## config.mk

```make
export PLATFORM = sky130hd
export DESIGN_NAME = fib_sequencer
export DESIGN_NICKNAME = d
export VERILOG_FILES = /design/src/rtl/fib_pkg.sv /design/src/rtl/fib_datapath.sv /design/src/rtl/fib_sequencer.sv
export SDC_FILE = /design/constraint.sdc
export NUM_CORES = 1
export LEC_CHECK = 0
export ABC_AREA = 1
export CAP_MARGIN = 0
export CORE_ASPECT_RATIO = 0.8
export CORE_MARGIN = 2
export CORE_UTILIZATION = 65
export CTS_CLUSTER_DIAMETER = 50
export CTS_CLUSTER_SIZE = 28
export DETAILED_ROUTE_END_ITERATION = 10
export PLACE_DENSITY = 0.87
export SETUP_SLACK_MARGIN = 0.02
export SLEW_MARGIN = 20
export SYNTH_ARGS = -nofsm -noshare
export SYNTH_HDL_FRONTEND = slang
export SYNTH_SLANG_ARGS = --single-unit
```

## constraint.sdc

```tcl
create_clock -name clock -period 2.9 [get_ports clock]
set_input_delay 0.29 -clock clock [delete_from_list [all_inputs] [get_ports clock]]
set_output_delay 0.29 -clock clock [all_outputs]
set_load 0.02 [all_outputs]
```

## src/rtl/fib_pkg.sv

```systemverilog
// Shared types and constants for the 64-bit Fibonacci sequence generator.
// The optional term trace (FIB_TERM_TRACE_EN) is configured in fib_sequencer.
package fib_pkg;

    localparam int FIB_WIDTH = 64;
    // F(93) is the largest Fibonacci number that fits in 64 unsigned bits.
    localparam int FIB_MAX_N = 93;

    typedef enum logic [1:0] {
        IDLE    = 2'd0,
        COMPUTE = 2'd1,
        DONE    = 2'd2
    } fib_state_t;

    typedef logic [FIB_WIDTH-1:0] fib_word_t;

endpackage

```

## src/rtl/fib_datapath.sv

```systemverilog
// Fibonacci iteration registers: a holds F(k), b holds F(k+1).
// Provides load and step controls, and flags when k has reached the requested index.
module fib_datapath #(
    parameter int WIDTH   = 64,
    parameter int N_WIDTH = 7
) (
    input  logic               clock,
    input  logic               reset,
    input  logic               load,
    input  logic               step,
    input  logic [N_WIDTH-1:0] n_load,
    output logic [WIDTH-1:0]   a,
    output logic               last
);

    logic [WIDTH-1:0]   a_q, a_d;
    logic [WIDTH-1:0]   b_q, b_d;
    logic [N_WIDTH-1:0] k_q, k_d;
    logic [N_WIDTH-1:0] n_q, n_d;

    // Next-state logic. Load takes priority over step. b may wrap on the last
    // step before MAX_N; that wrapped value is never returned.
    always_comb begin
        a_d = a_q;
        b_d = b_q;
        k_d = k_q;
        n_d = n_q;
        if (load) begin
            n_d = n_load;
            a_d = '0;
            b_d = WIDTH'(1);
            k_d = '0;
        end else if (step) begin
            a_d = b_q;
            b_d = a_q + b_q;
            k_d = k_q + N_WIDTH'(1);
        end
    end

    // Register update with synchronous reset.
    always_ff @(posedge clock) begin
        if (reset) begin
            a_q <= '0;
            b_q <= '0;
            k_q <= '0;
            n_q <= '0;
        end else begin
            a_q <= a_d;
            b_q <= b_d;
            k_q <= k_d;
            n_q <= n_d;
        end
    end

    assign a    = a_q;
    assign last = (k_q == n_q);

endmodule

```

## src/rtl/fib_sequencer.sv

```systemverilog
// Fibonacci engine: accepts an index n, iterates one term per cycle, and returns F(n).
// Request and response both use valid/ready handshakes.
// Optional macro FIB_TERM_TRACE_EN adds a term_valid/term_data stream of F(0)..F(n).
//
// state   | meaning
// IDLE    | waiting for a request, start_ready high
// COMPUTE | stepping a/b once per cycle until k == n
// DONE    | result_valid high, holding result until the consumer accepts it
module fib_sequencer
    import fib_pkg::*;
#(
    parameter int WIDTH   = FIB_WIDTH,
    parameter int N_WIDTH = 7,
    parameter int MAX_N   = FIB_MAX_N
) (
    input  logic               clock,
    input  logic               reset,
    input  logic               start_valid,
    output logic               start_ready,
    input  logic [N_WIDTH-1:0] n_in,
    output logic               result_valid,
    input  logic               result_ready,
    output logic [WIDTH-1:0]   result,
    output logic               overflow,
`ifdef FIB_TERM_TRACE_EN
    output logic               term_valid,
    output logic [WIDTH-1:0]   term_data,
`endif
    output logic               busy
);

    localparam logic [N_WIDTH-1:0] MAX_N_IDX = N_WIDTH'(MAX_N);

    fib_state_t       state_q;
    logic             start_ready_q;
    logic             result_valid_q;
    logic [WIDTH-1:0] result_q;
    logic             overflow_q;
    logic             busy_q;

    logic             accept;
    logic             n_over;
    logic             dp_load;
    logic             dp_step;
    logic [WIDTH-1:0] dp_a;
    logic             dp_last;

    // Datapath control: load on an in-range request, step every non-final COMPUTE cycle.
    always_comb begin
        accept  = (state_q == IDLE) && start_valid;
        n_over  = (n_in > MAX_N_IDX);
        dp_load = accept && !n_over;
        dp_step = (state_q == COMPUTE) && !dp_last;
    end

    fib_datapath #(
        .WIDTH   (WIDTH),
        .N_WIDTH (N_WIDTH)
    ) u_datapath (
        .clock  (clock),
        .reset  (reset),
        .load   (dp_load),
        .step   (dp_step),
        .n_load (n_in),
        .a      (dp_a),
        .last   (dp_last)
    );

    // Sequencing FSM with registered handshake and status outputs.
    // result is deliberately left untouched on the way back to IDLE.
    always_ff @(posedge clock) begin
        if (reset) begin
            state_q        <= IDLE;
            start_ready_q  <= 1'b1;
            result_valid_q <= 1'b0;
            result_q       <= '0;
            overflow_q     <= 1'b0;
            busy_q         <= 1'b0;
        end else begin
            case (state_q)
                IDLE: begin
                    if (accept) begin
                        start_ready_q <= 1'b0;
                        busy_q        <= 1'b1;
                        if (n_over) begin
                            state_q        <= DONE;
                            result_valid_q <= 1'b1;
                            result_q       <= '0;
                            overflow_q     <= 1'b1;
                        end else begin
                            state_q <= COMPUTE;
                        end
                    end
                end
                COMPUTE: begin
                    if (dp_last) begin
                        state_q        <= DONE;
                        result_valid_q <= 1'b1;
                        result_q       <= dp_a;
                        overflow_q     <= 1'b0;
                    end
                end
                DONE: begin
                    if (result_ready) begin
                        state_q        <= IDLE;
                        result_valid_q <= 1'b0;
                        start_ready_q  <= 1'b1;
                        busy_q         <= 1'b0;
                    end
                end
                default: begin
                    state_q        <= IDLE;
                    start_ready_q  <= 1'b1;
                    result_valid_q <= 1'b0;
                    busy_q         <= 1'b0;
                end
            endcase
        end
    end

    assign start_ready  = start_ready_q;
    assign result_valid = result_valid_q;
    assign result       = result_q;
    assign overflow     = overflow_q;
    assign busy         = busy_q;

`ifdef FIB_TERM_TRACE_EN
    // a holds F(k) throughout COMPUTE, so each COMPUTE cycle emits exactly one term.
    assign term_valid = (state_q == COMPUTE) && !reset;
    assign term_data  = dp_a;
`endif

endmodule
```

# --- Word level (Yosys, flattened, before mapping) ---
# Index checks and enable logic that the tools add are counted.
# Widths: inputs -> output; s select.
op_classes:
  n_addsub: 2
  n_lt_le_gt_ge: 1
  eq_ne: 7
  mux: 23
  bitwise: 1
  n_reduce_logical: 13
ops:
  columns: ["cell", "count"]
  rows:
  - ["$mux 64", 3]
  - ["$pmux 64 s2", 1]
  - ["$add 64x64->64", 1]
  - ["$mux 1", 10]
  - ["$pmux 1 s3", 3]
  - ["$mux 2", 4]
  - ["$ne 2x2->1 const B", 4]
  - ["$reduce_and 4->1", 2]
  - ["$add 7x1->7 const B", 1]
  - ["$eq 7x7->1", 1]
  - ["$gt 7x7->1 const B", 1]
  - ["$pmux 2 s3", 1]
  - ["$reduce_and 3->1", 2]
  - ["$reduce_bool 2->1", 2]
  - ["$logic_and 1x1->1", 3]
  - ["$eq 2x1->1 const B", 1]
  - ["$eq 2x2->1 const B", 1]
  - ["$logic_not 1->1", 2]
  - ["$logic_not 2->1", 1]
  - ["$pmux 1 s2", 1]
  - ["$reduce_or 2->1", 1]
  - ["$not 1->1", 1]
totals:
  register_bits: 212
  inputBits: 11
  output_inout_bits: 68

# --- Depth between registers and ports, before layout ---
# Gate-level depths: netlist of the first run.
depth:
  word_depth: 5
  ltp_mapped: 17
  mapped_depth_nobuf: 17

# --- Modules after synthesis ---
# From an unflattened synthesis of the first run, not the netlist that was laid out.
unflattened:
  hier_cells: 2435
  area_unflattened_um2: 14490.1
modules_own_cells:
  columns: ["mod", "instances", "cells_per_inst", "area_per_inst_um2"]
  rows:
  - ["fib_datapath", 1, 1947, 11175.7]
  - ["fib_sequencer", 1, 488, 3314.4]

# --- Worst setup path after synthesis of the first run ---
# No wires, ideal clock.
synth_path:
  path_kind: "register to register"
  start: "register u_datapath.a_q[0] (netlist: u_datapath.a[0])"
  end: "register u_datapath.b_q[56]"
  t_arrival_ns: 1.841
  required_time_ns: 2.791
  setup_slack_ns: 0.950
  stages_incl_launch_ff: 16
  synth_period_minus_slack_ns: 1.950
  cell_sequence: "dfxtp_1 > ha_1 > inv_1 > fa_1 > inv_1 > nand3_1 > nand2_1 > nand2_1 > nand2_1 > nand2_1 > nand3_1 > nand3_1 > nand3_1 > nand3_1 > nand2_1 > inv_1"
synth_between:
  elab_chain_len: 1
synth_rtl:
  columns: ["element", "line", "source"]
  rows:
  - ["from (decl)", "fib_datapath.sv:16", "logic [WIDTH-1:0] a_q, a_d;"]
  - ["from (signal assigned)", "fib_datapath.sv:43", "a_q <= '0;"]
  - ["from (signal assigned)", "fib_datapath.sv:48", "a_q <= a_d;"]
  - ["$add 64x64->64", "fib_datapath.sv:35", "b_d = a_q + b_q;"]
  - ["to (signal assigned)", "fib_datapath.sv:44", "b_q <= '0;"]
  - ["to (signal assigned)", "fib_datapath.sv:49", "b_q <= b_d;"]
  - ["to (decl)", "fib_datapath.sv:17", "logic [WIDTH-1:0] b_q, b_d;"]
# No other way between the ends.
# A chain may end at the register's enable or synchronous reset.

# --- Final worst setup path of the first run ---
layout_path:
  start: "register state_q[0]"
  end: "register u_datapath.b_q[23]"
layout_between:
  elab_chain_len: 4
layout_rtl:
  columns: ["element", "line", "source"]
  rows:
  - ["from (decl)", "fib_sequencer.sv:34", "fib_state_t state_q;"]
  - ["from (signal assigned)", "fib_sequencer.sv:73", "state_q <= IDLE;"]
  - ["from (signal assigned)", "fib_sequencer.sv:86", "state_q <= DONE;"]
  - ["from (signal assigned)", "fib_sequencer.sv:91", "state_q <= COMPUTE;"]
  - ["$logic_not 2->1", "fib_sequencer.sv:50", "accept = (state_q == IDLE) && start_valid;"]
  - ["$logic_and 1x1->1", "fib_sequencer.sv:50", null]
  - ["$logic_and 1x1->1", "fib_sequencer.sv:52", "dp_load = accept && !n_over;"]
  - ["$reduce_or 2->1 (no source line)", null, null]
# Parallel ways exist; a longest one is shown, timed or not.

==> results of run 1 <==
==> flip-flops by register name (all words and copies together), names as in the netlist <==
name            flops
result_valid        1
u_datapath.n_q      7
u_datapath.a       64
u_datapath.k_q      7
busy                1
u_datapath.b_q     64
result             64
state_q             2
overflow            1
start_ready         1
==> worst max path at each step <==
stage,startpoint,end,slack [ns],cells past startpoint
floorplan,u_datapath.a[0],u_datapath.b_q[56],0.95,15
global placement,u_datapath.a[0],u_datapath.b_q[40],0.48,15
detailed placement,u_datapath.a[0],u_datapath.b_q[40],0.39,15
CTS,u_datapath.a[0],u_datapath.b_q[40],0.36,15
global route,u_datapath.a[0],u_datapath.b_q[40],0.09,15
finish,state_q[0],u_datapath.b_q[23],0.25,8
==> metal layers <==
metal	GRT usage [%]	vias to the layer above	wire, µm
met5	0	-	0
met4	11.4	0	1290
met3	6.13	96	4220
met2	58.9	705	18100
met1	56.7	6523	19000
li1	-	6930	-
==> logic make-up (layout without fill, tap and decap cells) <==
logic type,after synthesis,after routing
buf+inv,512,574
fa+ha+maj,65,65
flops,212,212
simple gates,1067,1067
compound gates,330,330
xor+xnor,33,33
==> tightest hold or removal path, cell delays in order <==
cell     delay (ns)
buf_2          0.15
nor2_8         0.06
inv_4          0.23
a21oi_1        0.06
==> cells in the final DEF (no fill, tap or decap), types with 22 or more instances in the layout <==
cell and n:
a21oi_1 175, a22oi_1 42, clkdlybuf4s50_1 77, dfxtp_1 212, ha_1 64, inv_1 444
nand2_1 724, nand3_1 101, nor2_1 210, o21ai_0 70, xor2_1 22
==> report_power, final <==
group	internal [µW]	leakage [µW]	switching, µW
sequential	3370	0.00172	387
combinational	1150	0.00567	2570
clock	1330	0.000307	1300
==> final cells by class <==
cell class	count	area, µm²	share of cell area, %
well taps	269	337	2.23
clock inverters	12	166	1.10
flip-flops and latches	212	4240	28.1
inverters	448	1690	11.2
repair buffers	94	958	6.35
clock buffers	20	458	3.03
multi-input cells	1495	7250	48.0
==> through the flow <==
stage	hold slack, ns	cells	power, µW	setup slack (ns)
final	0.323	2550	10100	0.246
after global routing	0.336	2550	10600	0.0868
after CTS	0.301	2550	10000	0.356
after detailed placement	0.457	2518	7350	0.394
after global placement	0.452	2518	7220	0.481
after floorplan	0.425	2219	6390	0.950
==> flow_summary_export.csv, run 1 <==
group,metric,value,unit
worst_hold_path,worstHoldStart,"reset",
grt,grt_usage,38.8,%
worst_setup_path,crit_buf_inv,4,
routing,drc_errors,0,
routing,final_antenna_net_count,0,
synthesis,synthAdderAreaFrac,6.06,%
floorplan,coreArea,0.0206,mm²
finish,syn_to_final_growth,11.4,%
synthesis,synth-xor-area-share,2.13,%
synthesis,synthSimpleGateAreaFrac,31.3,%
worst_setup_path,r2r_start,"state_q[0]",
clock_network,h-tree-depth,1,
clock_network,cts.sinks,212,
worst_hold_path,hold_end,"u_datapath.a[12]",
worst_setup_path,rrSetupSlack,0.25,ns
floorplan,start_util,65.9,%
finish,antenna_cells,0,
worst_hold_path,hp-class,"in -> reg",
synthesis,yosys_register_bits,212,
worst_setup_path,cpMostUsedCell,"inv_1",
grt,grt_overflow,0,
synthesis,muxShareOfSynthArea,0,%
worst_setup_path,cp.arrival,3.06,ns
routing,route.detailed.wl_per_inst,16.7,µm
clock_network,cts_resized,0,
run_status,status,"complete, no violations",
routing,num_vias,14254,
routing,first_pass_iters,5,
clock_network,clkTransAtPathRegs,0.08,ns
worst_setup_path,r2r-end,"u_datapath.b_q[23]",
synthesis,synth_edf_count,0,
timing,slew_viol_final,0,
worst_setup_path,start_kind,"flip-flop",
grt,antenna_found_initial,0,
timing,fmax,377,MHz
timing,slew_headroom,40.5,%
worst_setup_path,slowest_stage,"inv_4",
clock_network,holdBufCountCts,0,
worst_setup_path,reg2reg_depth,8,
synthesis,avgSynthCellArea,6.11,µm²
floorplan,die_height,133,µm
worst_setup_path,endpoint_kind,"flip-flop",
routing,via_per_inst,5.59,
clock_network,clockRootBuffer,"clkbuf_16",
grt,grt_pass1_vias,13205,
worst_setup_path,path_cells,"inv_1, nor2_2, nand2_4, inv_4, buf_12, o21ai_0, o211ai_1, inv_1",
synthesis,synth_nets,2295,
synthesis,yosysSeqAreaShare,31.3,%
grt,grt_first_pass_wirelength,67.5,mm
worst_setup_path,critical_path_class,"reg -> reg",
synthesis,async_flop_share,0,%
synthesis,ys_warn_count,0,
pwr,power.density,669,mW/mm²
worst_setup_path,slowest_delay,0.50,ns
synthesis,synth_top_area_share,31.3,%
floorplan,die_w,165,µm
timing,worst_pin_slew,0.892,ns
clock_network,cts_buffers,18,
synthesis,synth_top_family_by_area,"simple AND/OR/NAND/NOR gates",
finish,drive_gt1_share,3.24,%
timing,rsz0062_at_grt,"false",
placement,place_area,0.0145,mm²
synthesis,synthesis.area,0.0136,mm²
clock_network,clock_path_buffers,3,
worst_setup_path,critPathMaxFanout,55,
synthesis,synth_common_cells,"nand2_1, inv_1, dfxtp_1, nor2_1, a21oi_1",
timing,skew,0.0266,ns
synthesis,synthCells,2219,
clock_network,tritoncts,"yes",
finish,nFillCells,1708,
floorplan,dieArea,0.0220,mm²
synthesis,ys.flop_type,"dfxtp_1",
worst_setup_path,cp.required,3.30,ns
timing,tns,0,ns
routing,drt_iter0_drc,1404,
pwr,power.leakage,0.00769,µW
synthesis,synth.most_common_cell,"nand2_1",
timing,hold_viol,0,
worst_setup_path,critPathTopFamily,"buffers and inverters",
floorplan,io_pins,79,
finish,fin_area,0.0151,mm²
worst_hold_path,holdPathStages,4,
timing,period_share,91.5,%
clock_network,cts_setup_buffers,0,
synthesis,yosysUniqueCellTypes,40,
synthesis,yosys.area.top_type,"dfxtp_1",
routing,wirelength,42.7,mm
finish,finalNetCount,2345,
grt,grt_max_degree,72,
placement,dpl.hpwl,31.9,mm
placement,port_buffers,78,
finish,final_util,73.4,%
synthesis,ys_top_cells_by_area,"dfxtp_1, nand2_1, inv_1",
clock_network,clock_latency,0.52,ns
job,cap_violations,0,
pwr,ir_drop,0.000736,V
timing,setup_viol,0,
synthesis,synth_compound_area_share,13.9,%
floorplan,rows,47,
timing,finalCriticalPeriod,2.65,ns
placement,gp_congestion,1.02,
Power figures use the tool's default switching activity.
==> run 2: changes to the inputs <==
--- a/config.mk
+++ b/config.mk
@@ -15,7 +15,8 @@
 export DETAILED_ROUTE_END_ITERATION = 10
 export PLACE_DENSITY = 0.87
 export SETUP_SLACK_MARGIN = 0.02
-export SLEW_MARGIN = 20
+export SLEW_MARGIN = 5
 export SYNTH_ARGS = -nofsm -noshare
 export SYNTH_HDL_FRONTEND = slang
 export SYNTH_SLANG_ARGS = --single-unit
+export TNS_END_PERCENT = 100
==> constraint.sdc (replaced) <==
create_clock -name clock -period 2.9 [get_ports clock]
set_input_delay 0.58 -clock clock [delete_from_list [all_inputs] [get_ports clock]]
set_output_delay 0.58 -clock clock [all_outputs]
set_load 0.02 [all_outputs]
==> flow_summary_export.csv, run 2 (synthesis gave the netlist of run 1 again) <==
group,metric,value,unit
timing,slew_viol_final,0,
worst_setup_path,crit_buf_inv,1,
floorplan,start_util,65.9,%
timing,tns,0,ns
grt,grt_first_pass_wirelength,67.8,mm
finish,layout_commonest_cell,"nand2_1",
routing,final_antenna_net_count,0,
timing,slew_headroom,54.4,%
timing,finalCriticalPeriod,2.65,ns
timing,setup_viol,0,
worst_setup_path,critPathTopFamily,"simple AND/OR/NAND/NOR gates",
pwr,power.density,692,mW/mm²
worst_hold_path,holdPathStages,2,
timing,fmax,377,MHz
worst_setup_path,start_kind,"flip-flop",
pwr,ir_drop,0.000804,V
finish,finalNetCount,2349,
worst_setup_path,cpMostUsedCell,"nand2_1",
clock_network,clkTransAtPathRegs,0.09,ns
routing,drc_errors,0,
worst_hold_path,hold_end,"result[57]",
clock_network,tritoncts,"yes",
timing,worst_slack,0.250,ns
routing,num_vias,14252,
floorplan,die_height,133,µm
placement,dpl.hpwl,32.3,mm
clock_network,cts_setup_buffers,0,
finish,final_util,74.2,%
grt,antenna_found_initial,0,
floorplan,dieArea,0.0220,mm²
finish,syn_to_final_growth,12.7,%
floorplan,coreArea,0.0206,mm²
timing,worst_pin_slew,0.684,ns
floorplan,io_pins,79,
worst_setup_path,r2r_start,"u_datapath.a[3]",
worst_setup_path,r2r-end,"u_datapath.b_q[55]",
job,cap_violations,0,
finish,mostFrequentLayoutCells,"nand2_1, inv_1, dfxtp_1, nor2_1, a21oi_1",
routing,wirelength,43.1,mm
worst_setup_path,cp.required,3.33,ns
pwr,power.leakage,0.00777,µW
clock_network,clock_path_buffers,3,
worst_setup_path,critical_path_class,"reg -> reg",
worst_hold_path,worstHoldStart,"result[57]",
grt,grt_pass1_vias,13037,
placement,gp_congestion,0.990,
timing,period_share,91.4,%
clock_network,clockRootBuffer,"clkbuf_16",
placement,port_buffers,78,
clock_network,cts_resized,0,
worst_setup_path,slowest_delay,0.40,ns
routing,route.detailed.wl_per_inst,16.9,µm
worst_setup_path,path_cells,"ha_1, nand2_1, nor2_1, nand2_1, nand2_1, nand2_1, nand3_1, nand3_1, nand3_1, nand3_1, nand2_1, inv_1",
worst_setup_path,cp.arrival,3.08,ns
clock_network,cts.sinks,212,
floorplan,rows,47,
finish,multi_input_area,0.00725,mm²
worst_hold_path,hp-class,"reg -> reg",
clock_network,h-tree-depth,1,
grt,grt_usage,38.9,%
routing,first_pass_iters,6,
routing,via_per_inst,5.58,
worst_setup_path,slowest_stage,"ha_1",
placement,pre_cts_slack,0.401,ns
clock_network,holdBufCountCts,0,
worst_setup_path,endpoint_kind,"flip-flop",
worst_setup_path,rrSetupSlack,0.25,ns
floorplan,die_w,165,µm
timing,rsz0062_at_grt,"false",
timing,timing.hold.ws,0.469,ns
worst_setup_path,reg2reg_depth,12,
timing,skew,0.0219,ns
finish,nFillCells,1685,
finish,drive_gt1_share,3.59,%
grt,grt_max_degree,72,
timing,hold_viol,0,
finish,seqCellArea,0.00424,mm²
run_status,status,"complete, no violations",
clock_network,cts_buffers,21,
clock_network,clock_latency,0.53,ns
finish,antenna_cells,0,
worst_setup_path,critPathMaxFanout,5,
grt,grt_overflow,0,
routing,drt_iter0_drc,1638,
## run 2: per-stage QoR
step	instance area [µm²]	std cells	power, µW
2_1_floorplan	13600	2219	6390
3_3_place_gp	14500	2519	7210
3_5_place_dp	14500	2519	7350
4_1_cts	15300	2556	10500
5_1_grt	15300	2556	11100
6_report	15300	2556	10600
## run 2: cell type report
cell class	count	share of cell area, %
well taps	269	2.20
multi-input cells	1495	47.4
flip-flops and latches	212	27.8
inverters	448	11.0
repair buffers	95	6.24
clock inverters	16	1.86
clock buffers	21	3.44
## run 2: worst register-to-register path: stages, from the launching register on
cell	delay, ns
dfxtp_1	0.36
ha_1	0.40
nand2_1	0.13
nor2_1	0.24
nand2_1	0.08
nand2_1	0.22
nand2_1	0.10
nand3_1	0.24
nand3_1	0.37
nand3_1	0.21
nand3_1	0.09
nand2_1	0.07
inv_1	0.04
## run 2: layer usage
layer,GRT usage [%],wire length (µm),up-vias
li1,-,-,6914
met1,56.1,18800,6519
met2,60.6,18700,722
met3,6.66,4300,97
met4,9.77,1270,0
met5,0,0,-
## run 2: worst max-delay path by stage
stage / start / end / slack (ns) / cells past startpoint
after detailed placement: u_datapath.a[20] / u_datapath.b_q[53] / 0.40 / 12
after CTS: u_datapath.a[20] / u_datapath.b_q[53] / 0.38 / 12
after global routing: u_datapath.a[3] / u_datapath.b_q[55] / 0.20 / 12
after global placement: u_datapath.a[20] / u_datapath.b_q[53] / 0.45 / 12
after floorplan: u_datapath.a[0] / u_datapath.b_q[56] / 0.95 / 15
final: u_datapath.a[3] / u_datapath.b_q[55] / 0.25 / 12
## run 2: power by group
part | total (µW) | internal (µW) | leakage (µW) | switching (µW)
registers | 3740 | 3370 | 0.00172 | 374
logic | 3730 | 1140 | 0.00567 | 2590
clock network | 3100 | 1530 | 0.000381 | 1570
total | 10600 | 6040 | 0.00777 | 4540
==> run 3: changes to the inputs <==
--- a/config.mk
+++ b/config.mk
@@ -9,11 +9,11 @@
 export CAP_MARGIN = 0
 export CORE_ASPECT_RATIO = 0.8
 export CORE_MARGIN = 2
-export CORE_UTILIZATION = 65
+export CORE_UTILIZATION = 50
 export CTS_CLUSTER_DIAMETER = 50
 export CTS_CLUSTER_SIZE = 28
 export DETAILED_ROUTE_END_ITERATION = 10
-export PLACE_DENSITY = 0.87
+export PLACE_DENSITY = 0.7
 export SETUP_SLACK_MARGIN = 0.02
 export SLEW_MARGIN = 5
 export SYNTH_ARGS = -nofsm -noshare
==> flow_summary_export.csv, run 3 (synthesis gave the netlist of run 1 again) <==
group,metric,value,unit
run_status,status,"complete, no violations",
timing,worst_pin_slew,0.609,ns
worst_setup_path,critPathTopFamily,"simple AND/OR/NAND/NOR gates",
pwr,p_comb_share,34.6,%
grt,grt_pass1_vias,12143,
floorplan,coreArea,0.0265,mm²
worst_setup_path,cpMostUsedCell,"nand3_1",
routing,num_vias,13447,
worst_setup_path,path_cells,"ha_1, nand2_1, nor2_1, nand2_1, nor2_1, o21ai_0, nand3_1, nand3_1, nand3_1, nand3_1, nand2_1, inv_1",
timing,hold_viol,0,
routing,first_pass_iters,6,
worst_setup_path,endpoint_kind,"flip-flop",
timing,finalCriticalPeriod,2.69,ns
clock_network,cts_buffers,21,
pwr,power.leakage,0.00778,µW
pwr,swShare,40.1,%
pwr,ir_drop,0.000843,V
routing,via_per_inst,5.09,
timing,period_share,92.8,%
routing,final_antenna_net_count,0,
floorplan,rows,53,
clock_network,clock_path_buffers,3,
worst_setup_path,critPathMaxFanout,4,
grt,grt_first_pass_wirelength,66.0,mm
finish,syn_to_final_growth,13.7,%
pwr,power.density,681,mW/mm²
worst_setup_path,cp.required,3.32,ns
placement,gp_congestion,1.01,
clock_network,cts.sinks,212,
floorplan,die_height,151,µm
worst_setup_path,slowest_stage,"ha_1",
worst_setup_path,slowest_delay,0.49,ns
floorplan,dieArea,0.0284,mm²
routing,wirelength,41.9,mm
finish,finalNetCount,2348,
clock_network,clkTransAtPathRegs,0.08,ns
timing,slew_viol_final,0,
grt,grt_overflow,0,
floorplan,start_util,51.2,%
floorplan,die_w,188,µm
placement,dpl.hpwl,33.0,mm
clock_network,clockRootBuffer,"clkbuf_16",
clock_network,tritoncts,"yes",
worst_setup_path,crit_buf_inv,1,
clock_network,cts_resized,0,
timing,skew,0.0188,ns
finish,fin_area,0.0154,mm²
timing,rsz0062_at_grt,"false",
floorplan,io_pins,79,
placement,port_buffers,78,
placement,place_area,0.0146,mm²
routing,drt_iter0_drc,1005,
finish,layout_commonest_cell,"nand2_1",
timing,setup_viol,0,
timing,tns,0,ns
routing,drc_errors,0,
finish,antenna_cells,0,
grt,grt_max_degree,66,
clock_network,cts_setup_buffers,0,
clock_network,holdBufCountCts,0,
worst_setup_path,start_kind,"flip-flop",
grt,grt_usage,29.5,%
clock_network,clock_latency,0.53,ns
pwr,power.switching,4200,µW
worst_setup_path,cp.arrival,3.12,ns
routing,route.detailed.wl_per_inst,15.8,µm
worst_hold_path,hp-class,"in -> reg",
timing,fmax,372,MHz
pwr,pwr-share-seq,35.4,%
pwr,p_int,6290,µW
worst_setup_path,critical_path_class,"reg -> reg",
timing,slew_headroom,59.1,%
finish,drive_gt1_share,3.59,%
job,cap_violations,0,
pwr,p_clk_share,30.0,%
finish,mostFrequentLayoutCells,"nand2_1, inv_1, dfxtp_1, nor2_1, a21oi_1",
clock_network,h-tree-depth,1,
grt,antenna_found_initial,1,
-- run 3: area by class of cell --
| cell class | count | area, µm² |
|---|---|---|
| flip-flops and latches | 212 | 4240 |
| well taps | 357 | 447 |
| clock buffers | 21 | 526 |
| repair buffers | 94 | 971 |
| inverters | 448 | 1690 |
| multi-input cells | 1495 | 7250 |
| clock inverters | 17 | 287 |
| fillers | 2642 | 11100 |
-- run 3: worst register-to-register path: stages (launching register included) --
cell and delay [ns]:
dfxtp_1 0.35, ha_1 0.49, nand2_1 0.16, nor2_1 0.26, nand2_1 0.17, nor2_1 0.10
o21ai_0 0.08, nand3_1 0.33, nand3_1 0.29, nand3_1 0.16, nand3_1 0.09, nand2_1 0.07
inv_1 0.03
-- run 3: layer usage --
| metal | vias up | part of all wire, % | global-route usage [%] |
|---|---|---|---|
| met5 | - | 0.043 | 0 |
| met4 | 2 | 2.0 | 6.54 |
| met3 | 44 | 6.0 | 3.75 |
| met2 | 356 | 40 | 44.5 |
| met1 | 6118 | 52 | 44.6 |
| li1 | 6927 | - | - |
-- run 3: power groups by stage --
stage	clock, µW	sequential, µW	combinational [µW]
final	3150	3720	3630
after global routing	3310	3770	4030
after CTS	3190	3710	3610
after global placement	0	3750	3550
after floorplan	0	3710	2680
after detailed placement	0	3770	3580
-- run 3: through the flow --
| step | util [%] | power [µW] | setup WS [ns] | std cells | hold slack, ns |
|---|---|---|---|---|---|
| 2_1_floorplan | - | 6390 | 0.950 | 2219 | 0.444 |
| 3_3_place_gp | 55.2 | 7300 | 0.332 | 2606 | 0.448 |
| 3_5_place_dp | 55.2 | 7350 | 0.338 | 2606 | 0.456 |
| 4_1_cts | 58.2 | 10500 | 0.309 | 2644 | 0.433 |
| 5_1_grt | 58.2 | 11100 | 0.110 | 2644 | 0.469 |
| 6_report | 58.2 | 10500 | 0.208 | 2644 | 0.446 |
-- run 3: final timing paths --
check | startpoint | to | slack [ns] | cells past startpoint
max reg2reg | u_datapath.a[20] | u_datapath.b_q[53] | 0.21 | 12
max | u_datapath.a[20] | u_datapath.b_q[53] | 0.21 | 12
min | reset | u_datapath.k_q[5] | 0.45 | 4
min reg2reg | u_datapath.b_q[13] | u_datapath.a[13] | 0.46 | 2
==> variant 1: new RTL, flow settings as in run 3 <==
`N_WIDTH` is set to 7 in 2 places; all go to 8.
--- a/src/rtl/fib_datapath.sv
+++ b/src/rtl/fib_datapath.sv
@@ -2,7 +2,7 @@
 // Provides load and step controls, and flags when k has reached the requested index.
 module fib_datapath #(
     parameter int WIDTH   = 64,
-    parameter int N_WIDTH = 7
+    parameter int N_WIDTH = 8
 ) (
     input  logic               clock,
     input  logic               reset,
--- a/src/rtl/fib_sequencer.sv
+++ b/src/rtl/fib_sequencer.sv
@@ -10,7 +10,7 @@
     import fib_pkg::*;
 #(
     parameter int WIDTH   = FIB_WIDTH,
-    parameter int N_WIDTH = 7,
+    parameter int N_WIDTH = 8,
     parameter int MAX_N   = FIB_MAX_N
 ) (
     input  logic               clock,
Ports: changed (resized n_in); port bits go from 79 to 80. The function was not compared with the original's and may differ.
==> variant 1 against run 3 <==
Utilization shrank 0.41 points; fmax grew 2.3%; worst setup slack gained 0.062 ns; synthesized area grew 0.75%; clock skew shrank 0.0020 ns; die area grew 0.73%; routed wire length grew 5.1%; synthesized cell count grew 4.5%; highest routed layer is now met4; sequential cell count grew 2; cell area grew 1.7%; cell count grew 4.1%.
Power is not compared: it rests on default switching activity, and its combinational part moved more than twofold at a synthesized area within 25%.
==> variant 1: results (changes against run 3) <==
run_status:
  status: "completed"
timing:
  finalClockSkew_ns: 0.0168  # -0.00202 ns
  max_slew_margin: 0.461  # -0.130
  fin_setup_tns_ns: 0  # unchanged
final_layout:
  fillers: 2759  # +4.4%
  num_antenna_cells: 0  # unchanged
  drive_gt1_frac: 0.0310  # -0.00488
  final_nets: 2447  # +4.2%
critical_path:
  r2r_start: "u_datapath.a[41]"
  path_max_fanout: 5  # +1
  arrival_ns: 3.08  # -0.04 ns
  criticalPathCategory: "flop to flop"
clock_tree:
  path_clk_slew_ns: 0.07
  ctsLongestPathBuffers: 3  # unchanged
  ctsHtreeMaxLevel: 1  # unchanged
  cts-root-buf: "clkbuf_16"
  post_cts_buffers: 0  # unchanged
  clk_latency_ns: 0.55  # +0.02 ns
  numCtsBuffers: 25  # +19%
  cts-resized-gates: 0  # unchanged
logic_synthesis:
  synth_area_leaders: "dfxtp_1, nand2_1, inv_1"
  ys_warn_count: 0  # unchanged
  synthTopCellsByCount: "nand2_1, inv_1, dfxtp_1"
  ys_seq_area_frac: 0.314  # +0.000608
  synth_cell_types: 30  # -25%
  synth.avg_cell_area_sq_um: 5.89  # -3.6%
  synth_fp_nets: 2396  # +4.4%
  synthArstFlopShare: 0  # unchanged
hold_path:
  hold_start: "reset"
  hold_path.class: "primary input to flop"
grt:
  grt_start_max_net_pins: 77  # +17%
  antenna_found_initial: 0  # -1
  grt_pass1_wl_um: 69400  # +5.1%
  grt_pass1_vias: 12500  # +3.0%
  grt_usage: 0.306  # +0.0103
place:
  place_hpwl_um: 34400  # +4.1%
  dp.cells: 2707  # +3.9%
  place_congestion: 0.978  # -3.0%
  port_buffers: 79  # +1.3%
pwr:
  sw_frac_of_total: 0.275
  p_leak_nw: 7.68
  ir_worst_vdd_mv: 0.473
detailed_routing:
  first_pass_iters: 8  # +2
  drt_wl_total_um: 44000  # +5.1%
  vias: 14000  # +4.2%
  drt_iter0_drc: 1392  # +39%
  drt-wirelength-per-cell_um: 16.0  # +0.90%
[variant 1: path summary, 6_finish.rpt]
kind | endpoint | cells after the start | slack, ns
max reg2reg | u_datapath.b_q[62] | 13 | 0.27
min | start_ready | 3 | 0.38
min reg2reg | u_datapath.n_q[7] | 2 | 0.46
max | u_datapath.b_q[62] | 13 | 0.27
[variant 1: logic make-up after synthesis]
group	synth area share
AOI/OAI and AO/OA	0.101
xor gates and xnor gates	0.0186
adders and majority gates	0.0601
buffers and inverters	0.140
DFF	0.314
and+or+nand+nor	0.367
[variant 1: routing by layer]
metal	GRT usage	share of wire	up-vias
li1	-	-	7216
met1	0.502	0.53	6334
met2	0.414	0.38	426
met3	0.0511	0.082	32
met4	0.0484	0.011	0
met5	0	0	-
[variant 1: final cells by class]
type	count	area, sq um	share of cell area
well taps	364	455	0.0291
clock inverters	19	277	0.0177
multi-input cells	1619	7480	0.477
repair buffers	96	963	0.0615
clock buffers	27	653	0.0417
inverters	414	1560	0.0994
flip-flops and latches	214	4280	0.273
[variant 1: stage by stage]
step | area (sq um) | worst slack, ns | util | total power, mW
4_1_cts | 15700 | 0.333 | 0.578 | 7.31
6_report | 15700 | 0.270 | 0.578 | 7.27
3_5_place_dp | 14700 | 0.270 | 0.544 | 3.83
3_3_place_gp | 14700 | 0.347 | 0.544 | 3.81
2_1_floorplan | 13700 | 0.943 | - | 3.64
5_1_grt | 15700 | 0.0896 | 0.578 | 7.52
[variant 1: worst max-delay path, stage by stage, from the launching register on]
cell	delay, ns
dfxtp_1	0.34
ha_1	0.49
nand2_1	0.13
inv_1	0.09
nand2_1	0.11
nor2_1	0.19
nand2_1	0.14
nor4_1	0.48
buf_4	0.21
nand2_1	0.07
nand3_1	0.09
nand3_1	0.08
nand2_1	0.07
inv_1	0.03
[variant 1: power groups by stage]
stage,clock network (mW),registers [mW],logic [mW]
after floorplan,0,3.12,0.514
after CTS,3.55,3.06,0.701
final,3.49,3.07,0.708
after detailed placement,0,3.13,0.695
after global placement,0,3.13,0.686
after global routing,3.66,3.07,0.788
==> variant 2: new RTL, config.mk and constraints of run 3 <==
Made on the original files. Make the reset (`reset`) asynchronous in 2 clocked blocks. Comments in the files are not updated.
--- a/src/rtl/fib_datapath.sv
+++ b/src/rtl/fib_datapath.sv
@@ -38,7 +38,7 @@
     end
 
     // Register update with synchronous reset.
-    always_ff @(posedge clock) begin
+    always_ff @(posedge clock or posedge reset) begin
         if (reset) begin
             a_q <= '0;
             b_q <= '0;
--- a/src/rtl/fib_sequencer.sv
+++ b/src/rtl/fib_sequencer.sv
@@ -68,7 +68,7 @@
 
     // Sequencing FSM with registered handshake and status outputs.
     // result is deliberately left untouched on the way back to IDLE.
-    always_ff @(posedge clock) begin
+    always_ff @(posedge clock or posedge reset) begin
         if (reset) begin
             state_q        <= IDLE;
             start_ready_q  <= 1'b1;
Behaviour: differs if reset is asserted again (counterexample within 4 cycles, from zero or initial values and one cycle with reset high); with reset held inactive, the same outputs for 4 cycles.
==> variant 2 against run 3 <==
Sequential cell count unchanged; largest power group is now combinational logic; cell area increased by 3.4%; die area increased by 1.2%; worst setup slack got worse by 0.021 ns; synthesized area increased by 1.2%; fmax decreased by 0.77%; combinational power increased by 79%; routed wire length increased by 3.4%; power increased by 39%.
==> variant 2: results (changes against run 3) <==
logic_synthesis:
  muxShareOfSynthArea: 0.00328  # +0.00328
  ys_warn_count: 0  # unchanged
  ys_seq_area_frac: 0.387  # +0.0738
  synth_cell_types: 29  # -28%
  synth.avg_cell_area_sq_um: 6.61  # +8.2%
  synth_area_leaders: "dfrtp_1, nand2_1, inv_1"
  synthXorXnorAreaFrac: 0.0128  # -0.00855
  synth_fp_nets: 2152  # -6.2%
  synth-compound-area-share: 0.0830  # -0.0558
  synth-adder-area-share: 0.0598  # -0.000707
  synthArstFlopShare: 1.00  # +1.00
  synthTopCellsByCount: "nand2_1, inv_1, dfrtp_1"
pwr:
  p_leak_nw: 9.14  # +17%
  ir_worst_vdd_mv: 0.640  # -24%
final_layout:
  drive_gt1_frac: 0.0391  # +0.00321
  num_antenna_cells: 0  # unchanged
place:
  port_buffers: 78  # unchanged
  dp.cells: 2492  # -4.4%
  place_ws_ns: 0.270  # -0.0676 ns
  place_congestion: 1.01  # +0.43%
  place_hpwl_um: 33200  # +0.51%
  dpl_cell_area_sq_mm: 0.0150  # +2.6%
grt:
  grt_pass1_vias: 12300  # +0.94%
  grt_usage: 0.308  # +0.0127
  overflow: 0  # unchanged
  grt_pass1_wl_um: 69400  # +5.0%
  grt_start_max_net_pins: 84  # +27%
  antenna_found_initial: 0  # -1
timing:
  finalClockSkew_ns: 0.0159  # -0.00287 ns
  worstMarginPinSlew_ns: 0.822  # +0.213 ns
clock_tree:
  ctsHtreeMaxLevel: 1  # unchanged
  cts-root-buf: "clkbuf_16"
  ctsLongestPathBuffers: 3  # unchanged
  post_cts_buffers: 0  # unchanged
  path_clk_slew_ns: 0.07
  numCtsBuffers: 26  # +24%
  clk_latency_ns: 0.55  # +0.02 ns
hold_path:
  hold_path.class: "primary input to async pin"
detailed_routing:
  drt-wirelength-per-cell_um: 17.0  # +7.6%
  drt_wl_total_um: 43300  # +3.4%
  first_pass_iters: 5  # -1
  drt_iter0_drc: 1236  # +23%
  vias: 13000  # -3.4%
critical_path:
  path_max_fanout: 4  # unchanged
  arrival_ns: 3.12  # about the same
run_status:
  status: "completed"
variant 2: final timing paths:
check	startpoint	end	slack [ns]	cells past startpoint
min in group clock	result[61]	result[61]	0.47	2
min reg2reg	result[61]	result[61]	0.47	2
max in group asynchronous	reset	result[50]	1.72	3
min	reset	result[20]	0.39	2
max reg2reg	u_datapath.a[0]	u_datapath.b_q[26]	0.19	11
max	u_datapath.a[0]	u_datapath.b_q[26]	0.19	11
variant 2: cell type report:
cell class	count	area (sq um)
Clock inverter	21	305
Timing Repair Buffer	100	1030
Tap cell	364	455
Multi-Input combinational cell	1435	6750
Sequential cell	212	5310
Fill cell	2683	11200
Inverter	381	1430
Clock buffer	27	654
variant 2: timing repair:
item	4_1_cts	5_1_grt
resized for setup	0	1
endpoints found under the setup margin	0	1
hold buffers	0	0
endpoints found under the hold margin	0	0
variant 2: power breakdown:
group          total, mW  leakage (nW)  internal (mW)  switching (mW)
sequential          4.56          2.85           3.80           0.763
clock               3.56         0.468           2.02            1.54
combinational       6.50          5.82           2.10            4.40
total               14.6          9.14           7.92            6.70
variant 2: worst max-delay path, stage by stage, from the launching register on:
cell and delay (ns):
dfrtp_1 0.41, ha_1 0.26, fa_1 0.44, nand3_1 0.17
nor2_1 0.12, nand2_1 0.08, nand3_1 0.17, nand3_1 0.12
nand2_1 0.27, or2_2 0.37, nand3_1 0.06, o21ai_0 0.08
variant 2: per-layer routing:
metal | vias to the layer above | part of all wire | global-route usage
met5 | - | 0 | 0
met4 | 0 | 0.017 | 0.0532
met3 | 47 | 0.084 | 0.0562
met2 | 442 | 0.37 | 0.408
met1 | 5939 | 0.53 | 0.515
li1 | 6560 | - | -
